===== config.mk =====
export PLATFORM = sky130hd
export DESIGN_NAME = sdm_multi_mod_flat
export DESIGN_NICKNAME = d
export VERILOG_FILES = /design/src/rtl/sdm_multi_mod_pkg.sv /design/src/rtl/sdm_multi_mod_if.sv /design/src/rtl/sdm_multi_mod_channel.sv /design/src/rtl/sdm_multi_mod.sv /design/src/flat_wrapper.sv
export SDC_FILE = /design/constraint.sdc
export NUM_CORES = 1
export LEC_CHECK = 0
export ABC_AREA = 0
export BUFFER_PORTS_ARGS = -buffer_cell sky130_fd_sc_hd__buf_2
export CORE_AREA = 10 10 230 232
export DETAILED_ROUTE_END_ITERATION = 10
export DIE_AREA = 0 0 240 242
export PLACE_DENSITY = 0.54
export SETUP_SLACK_MARGIN = 0.5
export SLEW_MARGIN = 20
export SYNTH_ARGS = -nofsm -noshare
export SYNTH_HDL_FRONTEND = slang
export SYNTH_SLANG_ARGS = --single-unit

===== constraint.sdc =====
create_clock -name EXTCLK -period 23.3 [get_ports EXTCLK]
set_input_delay 2.33 -clock EXTCLK [delete_from_list [all_inputs] [get_ports EXTCLK]]
set_output_delay 2.33 -clock EXTCLK [all_outputs]
set_load 0.01 [all_outputs]

===== src/rtl/sdm_multi_mod_pkg.sv =====
// Shared definitions for the multi-channel sigma-delta modulator.
//   order_legal : accepts loop order 1 or 2 only
//   int_width   : integrator width for a given sample width (DW+3)
//   full_scale  : feedback magnitude FS = 2^(DW-1)
//   sat_add     : a + b clamped symmetrically to +/-(2^(iw-1)-1)
package sdm_pkg;

    function automatic bit order_legal(input int order);
        return (order == 1) || (order == 2);
    endfunction

    function automatic int int_width(input int dw);
        return dw + 3;
    endfunction

    function automatic logic signed [63:0] full_scale(input int dw);
        return 64'sd1 <<< (dw - 1);
    endfunction

    // The limit is symmetric so a saturated integrator never sits on the
    // one extra negative code that would make +FS/-FS feedback asymmetric.
    function automatic logic signed [63:0] sat_add(input logic signed [63:0] a,
                                                   input logic signed [63:0] b,
                                                   input int iw);
        logic signed [63:0] lim;
        logic signed [63:0] s;
        lim = (64'sd1 <<< (iw - 1)) - 64'sd1;
        s   = a + b;
        if (s > lim)
            return lim;
        else if (s < -lim)
            return -lim;
        return s;
    endfunction

endpackage


===== src/rtl/sdm_multi_mod_if.sv =====
// Channel bus of the sigma-delta modulator.
//   EN, DIV, OSR, DVALID, DATA : configuration and sample stream (into the modulator)
//   DREADY, SDCLK, DSDOUT, UNDERRUN : handshake, modulator clock/bitstream, status
// master = sample source / controller, slave = modulator.
interface sdm_multi_mod_if #(
    parameter int CHANNELS = 2,
    parameter int DW       = 16,
    parameter int DIVW     = 8,
    parameter int OSRW     = 10
);
    logic [CHANNELS-1:0]      EN;
    logic [CHANNELS*DIVW-1:0] DIV;
    logic [OSRW-1:0]          OSR;
    logic [CHANNELS-1:0]      DVALID;
    logic [CHANNELS*DW-1:0]   DATA;
    logic [CHANNELS-1:0]      DREADY;
    logic [CHANNELS-1:0]      SDCLK;
    logic [CHANNELS-1:0]      DSDOUT;
    logic [CHANNELS-1:0]      UNDERRUN;

    modport master (
        output EN, DIV, OSR, DVALID, DATA,
        input  DREADY, SDCLK, DSDOUT, UNDERRUN
    );

    modport slave (
        input  EN, DIV, OSR, DVALID, DATA,
        output DREADY, SDCLK, DSDOUT, UNDERRUN
    );
endinterface


===== src/rtl/sdm_multi_mod_channel.sv =====
// One sigma-delta modulator channel.
//   clk, rst : system clock, synchronous active-high reset
//   en       : channel enable (handshake keeps working while disabled)
//   div      : SDCLK half-period minus 1, picked up at each divider wrap
//   osr      : modulator steps per consumed sample (0 behaves as 1), picked up at each sample boundary
//   dvalid, data, dready : sample handshake into a one-deep holding register
//   sdclk, dsdout        : modulator clock and bitstream
//   underrun             : sticky, a sample was due and none was held
module sdm_channel
    import sdm_pkg::*;
#(
    parameter int DW    = 16,
    parameter int ORDER = 2,
    parameter int DIVW  = 8,
    parameter int OSRW  = 10
) (
    input  logic                 clk,
    input  logic                 rst,
    input  logic                 en,
    input  logic [DIVW-1:0]      div,
    input  logic [OSRW-1:0]      osr,
    input  logic                 dvalid,
    input  logic signed [DW-1:0] data,
    output logic                 dready,
    output logic                 sdclk,
    output logic                 dsdout,
    output logic                 underrun
);
    localparam int                 IW = int_width(DW);
    localparam logic signed [63:0] FS = full_scale(DW);

    if (!order_legal(ORDER)) begin : g_bad_order
        $error("sdm_channel: ORDER must be 1 or 2");
    end

    logic [DIVW-1:0]      div_cnt;
    logic [DIVW-1:0]      div_lat;
    logic [OSRW-1:0]      step_cnt;
    logic [OSRW-1:0]      osr_lat;
    logic signed [DW-1:0] hold;
    logic                 hold_full;
    logic signed [DW-1:0] x_cur;
    logic signed [IW-1:0] acc1;
    logic signed [IW-1:0] acc2;

    logic [OSRW-1:0]      osr_eff;
    logic                 tc;
    logic                 step;
    logic                 consume;
    logic                 xfer;
    logic signed [DW-1:0] x_eff;
    logic                 y;
    logic signed [63:0]   fb;
    logic signed [IW-1:0] acc1_nxt;
    logic signed [IW-1:0] acc2_nxt;

    always_comb begin
        osr_eff = (osr == '0) ? OSRW'(1) : osr;
        tc      = en && (div_cnt == div_lat);
        // falling SDCLK edge: bitstream then settles before the SDFM's rising-edge sample
        step    = tc && sdclk;
        consume = step && (step_cnt == '0);
        xfer    = dvalid && !hold_full;

        // on a consume step the fresh sample already feeds this step's arithmetic;
        // an empty register with a sample arriving bypasses straight into x
        x_eff = x_cur;
        if (consume) begin
            if (hold_full)
                x_eff = hold;
            else if (dvalid)
                x_eff = data;
        end

        y        = (ORDER == 1) ? !acc1[IW-1] : !acc2[IW-1];
        fb       = y ? FS : -FS;
        acc1_nxt = IW'(sat_add(64'(acc1), 64'(x_eff) - fb, IW));
        acc2_nxt = IW'(sat_add(64'(acc2), 64'(acc1_nxt) - fb, IW));
    end

    always_ff @(posedge clk) begin
        if (rst) begin
            div_cnt   <= '0;
            div_lat   <= div;
            sdclk     <= 1'b0;
            step_cnt  <= '0;
            osr_lat   <= OSRW'(1);
            hold      <= '0;
            hold_full <= 1'b0;
            x_cur     <= '0;
            acc1      <= '0;
            acc2      <= '0;
            dsdout    <= 1'b0;
            underrun  <= 1'b0;
        end else begin
            if (en) begin
                if (tc) begin
                    div_cnt <= '0;
                    div_lat <= div;
                    sdclk   <= ~sdclk;
                end else begin
                    div_cnt <= div_cnt + 1'b1;
                end
            end

            if (step) begin
                if (consume) begin
                    osr_lat  <= osr_eff;
                    step_cnt <= (osr_eff == OSRW'(1)) ? '0 : OSRW'(1);
                end else begin
                    step_cnt <= (step_cnt == osr_lat - OSRW'(1)) ? '0 : step_cnt + OSRW'(1);
                end
                acc1   <= acc1_nxt;
                if (ORDER == 2)
                    acc2 <= acc2_nxt;
                dsdout <= y;
            end

            x_cur <= x_eff;
            if (consume) begin
                if (hold_full)
                    hold_full <= 1'b0;
                else if (!dvalid)
                    underrun <= 1'b1;
            end else if (xfer) begin
                hold      <= data;
                hold_full <= 1'b1;
            end
        end
    end

    assign dready = !hold_full;

endmodule


===== src/rtl/sdm_multi_mod.sv =====
// N-channel digital sigma-delta modulator, used as SDFM stimulus and as
// on-chip loopback source.
//   EXTCLK : system clock, all logic on the rising edge
//   EXTRST : synchronous active-high reset
//   sd_bus : per-channel enable, divider, shared OSR, sample handshake,
//            SDCLK/DSDOUT outputs and sticky UNDERRUN
module sdm_multi_mod
    import sdm_pkg::*;
#(
    parameter int CHANNELS = 2,
    parameter int DW       = 16,
    parameter int ORDER    = 2,
    parameter int DIVW     = 8,
    parameter int OSRW     = 10
) (
    input  logic            EXTCLK,
    input  logic            EXTRST,
    sdm_multi_mod_if.slave  sd_bus
);
    logic [CHANNELS-1:0] dready_w;
    logic [CHANNELS-1:0] sdclk_w;
    logic [CHANNELS-1:0] dsdout_w;
    logic [CHANNELS-1:0] underrun_w;

    for (genvar k = 0; k < CHANNELS; k++) begin : g_ch
        sdm_channel #(
            .DW    (DW),
            .ORDER (ORDER),
            .DIVW  (DIVW),
            .OSRW  (OSRW)
        ) u_ch (
            .clk      (EXTCLK),
            .rst      (EXTRST),
            .en       (sd_bus.EN[k]),
            .div      (sd_bus.DIV[k*DIVW +: DIVW]),
            .osr      (sd_bus.OSR),
            .dvalid   (sd_bus.DVALID[k]),
            .data     (sd_bus.DATA[k*DW +: DW]),
            .dready   (dready_w[k]),
            .sdclk    (sdclk_w[k]),
            .dsdout   (dsdout_w[k]),
            .underrun (underrun_w[k])
        );
    end

    assign sd_bus.DREADY   = dready_w;
    assign sd_bus.SDCLK    = sdclk_w;
    assign sd_bus.DSDOUT   = dsdout_w;
    assign sd_bus.UNDERRUN = underrun_w;

endmodule


===== src/flat_wrapper.sv =====
// flat-port wrapper written by rule: the top's interface ports become plain ports
module sdm_multi_mod_flat import sdm_pkg::*;
#(
    parameter int CHANNELS = 2,
    parameter int DW       = 16,
    parameter int ORDER    = 2,
    parameter int DIVW     = 8,
    parameter int OSRW     = 10
)
  (EXTCLK, EXTRST, sd_bus_EN, sd_bus_DIV, sd_bus_OSR, sd_bus_DVALID, sd_bus_DATA, sd_bus_DREADY, sd_bus_SDCLK, sd_bus_DSDOUT, sd_bus_UNDERRUN);
  sdm_multi_mod_if #(.CHANNELS(CHANNELS), .DW(DW), .DIVW(DIVW), .OSRW(OSRW)) sd_bus_i ();
  input  logic EXTCLK;
  input  logic EXTRST;
  input wire logic [$bits(sd_bus_i.EN)-1:0] sd_bus_EN;
  input wire logic [$bits(sd_bus_i.DIV)-1:0] sd_bus_DIV;
  input wire logic [$bits(sd_bus_i.OSR)-1:0] sd_bus_OSR;
  input wire logic [$bits(sd_bus_i.DVALID)-1:0] sd_bus_DVALID;
  input wire logic [$bits(sd_bus_i.DATA)-1:0] sd_bus_DATA;
  output wire logic [$bits(sd_bus_i.DREADY)-1:0] sd_bus_DREADY;
  output wire logic [$bits(sd_bus_i.SDCLK)-1:0] sd_bus_SDCLK;
  output wire logic [$bits(sd_bus_i.DSDOUT)-1:0] sd_bus_DSDOUT;
  output wire logic [$bits(sd_bus_i.UNDERRUN)-1:0] sd_bus_UNDERRUN;
  assign sd_bus_i.EN = sd_bus_EN;
  assign sd_bus_i.DIV = sd_bus_DIV;
  assign sd_bus_i.OSR = sd_bus_OSR;
  assign sd_bus_i.DVALID = sd_bus_DVALID;
  assign sd_bus_i.DATA = sd_bus_DATA;
  assign sd_bus_DREADY = sd_bus_i.DREADY;
  assign sd_bus_SDCLK = sd_bus_i.SDCLK;
  assign sd_bus_DSDOUT = sd_bus_i.DSDOUT;
  assign sd_bus_UNDERRUN = sd_bus_i.UNDERRUN;
  sdm_multi_mod #(.CHANNELS(CHANNELS), .DW(DW), .ORDER(ORDER), .DIVW(DIVW), .OSRW(OSRW)) u_core (.EXTCLK(EXTCLK), .EXTRST(EXTRST), .sd_bus(sd_bus_i));
endmodule

==> flow_metrics.env <==
export IMPL_cap_violations=0
export IMPL_areaGrowthSynthToFinish_pct=9.83
export IMPL_fin_worst_skew_ns=0.0153
export IMPL_ys_async_sr_fraction=0
export IMPL_dr_pass1_iters=5
export IMPL_yosysSeqAreaShare=0.273
export IMPL_fin_area_mm2=0.0184
export IMPL_cts_resized=0
export IMPL_rsz0062_at_grt="false"
export IMPL_yosysTopAreaCell="dfxtp_1"
export IMPL_portBuffers=71
export IMPL_start_util=0.346
export IMPL_powerDensity_mw_per_mm2=45.5
export IMPL_gp_congestion=0.881
export IMPL_fp_dieW_um=240
export IMPL_cp_max_fo=15
export IMPL_cts_buffers_inserted=27
export IMPL_comb_power_share=0.049
export IMPL_fin_nets=2398
export IMPL_path_clk_slew_ns=0.06
export IMPL_clk_latency_ns=0.55
export IMPL_swShare=0.241
export IMPL_slowest_delay_ns=0.58
export IMPL_end_kind="flop"
export IMPL_route_detailed_drc=0
export IMPL_critPathSlowestCell="a21oi_1"
export IMPL_setup_viol=0
export IMPL_via_per_inst=5.39
export IMPL_p_leak_nw=7.94
export IMPL_dp_hpwl_mm=35.7
export IMPL_crit_required_ns=23.69
export IMPL_drtAntennaViolNets=0
export IMPL_crit_type="input port to flop"
export IMPL_grt_antenna_before_repair=2
export IMPL_status="complete, no violations"
export IMPL_overflow=0
export IMPL_min_period_over_period=0.570
export IMPL_design_core_area_mm2=0.0484
export IMPL_synth_ff_type="dfxtp_1"
export IMPL_p_clk_frac=0.484
export IMPL_routed_wl_mm=47.1
export IMPL_ctsHoldBuffers=0
export IMPL_cts_root_buf="clkbuf_16"
export IMPL_yosys_warnings=0
export IMPL_syn_inst=2143
export IMPL_htreeDepth=1
export IMPL_final_max_slew_violation_count=0
export IMPL_drive_gt1_frac=0.0778
export IMPL_worst_pin_slew_ns=1.03
export IMPL_switchingPower_mw=0.201
export IMPL_p_int_mw=0.635
export IMPL_syn_area_per_cell_um2=7.81
export IMPL_hold_viol=0
export IMPL_grt_use_total=0.158
export IMPL_io_pins=72
export IMPL_die_h_um=242
export IMPL_wl_per_cell_um=16.9
export IMPL_relSlewSlack=0.311
export IMPL_synth_nets=2389
export IMPL_yosys_area_top_type_share=0.244
export IMPL_hp_class="flop to flop"
export IMPL_dieArea_mm2=0.0581
export IMPL_synth_area_mm2=0.0167
export IMPL_vdd_drop_max_mv=0.0561
export IMPL_p_seq_frac=0.467
export IMPL_vias=15060
export IMPL_period_minus_slack_ns=13.29
export IMPL_synthTopCellsByArea="dfxtp_1 24%, ha_1 11%, inv_1 5.4%"
export IMPL_clock_fmax_ghz=0.0752
export IMPL_clock_sinks=220
export IMPL_clk_path_buf_depth=3
export IMPL_grt_max_degree=77
export IMPL_ys_ff_latch=220
export IMPL_crit_arrival_ns=13.68
export IMPL_place_area_mm2=0.0176
export IMPL_cts_tree="built"
export IMPL_drt_initial_drc_count=1133
export IMPL_grt_pass1_vias=14413
export IMPL_fin_setup_tns_ns=0
export IMPL_synth_most_common_cell="inv_1"
export IMPL_n_antenna_cell=0
export IMPL_start_kind="input port"
export IMPL_ys_types=82
export IMPL_synthTopCellsByCount="242 x inv_1, 213 x nand2_1, 204 x dfxtp_1"
export IMPL_post_cts_buffers=0
export IMPL_path_common_cell="nand2_1"
export IMPL_core_rowCount=81
export IMPL_synth_edff_count=16
export IMPL_grt_pass1_wl_mm=76.5
## flip-flops by register name (all words and copies together), names as in the netlist, 16 cells and up
signal,flops
u_core.g_ch.u_ch.div_cnt,16
u_core.g_ch.u_ch.acc2,38
u_core.g_ch.u_ch.osr_lat,20
u_core.g_ch.u_ch.hold,32
u_core.g_ch.u_ch.x_cur,32
u_core.g_ch.u_ch.div_lat,16
u_core.g_ch.u_ch.acc1,38
u_core.g_ch.u_ch.step_cnt,20
## power by group through the flow
stage	clock network [mW]	registers, mW	logic [mW]
detailed placement	0	0.399	0.0407
global route	0.435	0.391	0.0452
CTS	0.418	0.391	0.0408
global placement	0	0.399	0.0402
floorplan	0	0.397	0.0257
finish	0.405	0.391	0.0408
## stage by stage
stage               power [mW]  utilization  setup slack, ns  instances  hold slack (ns)
floorplan                0.423            -            11.59       2143            0.436
global placement         0.439        0.362             9.67       2745            0.444
detailed placement       0.440        0.362             9.58       2745            0.451
CTS                      0.849        0.380            10.13       2795            0.458
global route             0.871        0.380             9.14       2795            0.476
finish                   0.837        0.380            10.01       2795            0.455
## final timing paths
path	startpoint	end	slack, ns	cells past startpoint
setup / recovery	sd_bus_EN[1]	u_core.g_ch[1].u_ch.acc2[10]	10.01	46
hold / removal	u_core.g_ch[1].u_ch.hold[7]	u_core.g_ch[1].u_ch.hold[7]	0.46	2
setup reg to reg	u_core.g_ch[1].u_ch.step_cnt[0]	u_core.g_ch[1].u_ch.acc2[10]	10.85	44
hold reg to reg	u_core.g_ch[1].u_ch.hold[7]	u_core.g_ch[1].u_ch.hold[7]	0.46	2
## metal layers
layer	wire length, um	vias to the layer above	global-route usage
met4	807	4	0.0296
met2	19800	322	0.237
met5	21	-	0
met3	2580	53	0.0279
li1	-	7550	-
met1	23900	7131	0.231
## cells in the final DEF, fill, tap and decap left out, drive strengths merged, types with 15 or more instances in the layout
master / count
o221ai: 27
ha: 146
xor2: 45
and3: 18
xnor2: 75
o21bai: 20
nand2: 213
clkbuf: 38
edfxtp: 16
nor2: 179
a211oi: 39
and2: 16
buf: 81
a21oi: 176
nand2b: 29
nor2b: 20
a21o: 40
nor3: 50
nor4: 31
o21ai: 90
dfxtp: 204
a31oi: 24
inv: 245
fa: 36
o21a: 16
o22ai: 44
nand4: 39
o211ai: 15
nand3: 52
## critical path: cells and delay by family
family / cells / cell delay, ns
compound gates: 20 / 4.81
simple gates: 17 / 4.29
fa+ha+maj: 6 / 1.96
buf+inv: 3 / 0.28
## final cells by class
class / count / area (um^2)
clock buffers: 38 / 747
clock inverters: 12 / 96.3
fillers: 5077 / 30100
inverters: 245 / 920
multi-input cells: 1577 / 10900
flip-flops and latches: 220 / 4560
well taps: 622 / 778
repair buffers: 81 / 433
## cell families after synthesis
| kind of cell | share of synthesized area |
|---|---|
| xor+xnor | 0.0628 |
| fa+ha+maj | 0.152 |
| compound gates | 0.222 |
| flops | 0.273 |
| simple gates | 0.208 |
| buf+inv | 0.0803 |
| mux | 0.00299 |
No activity file was read; power rests on OpenSTA's default activity.
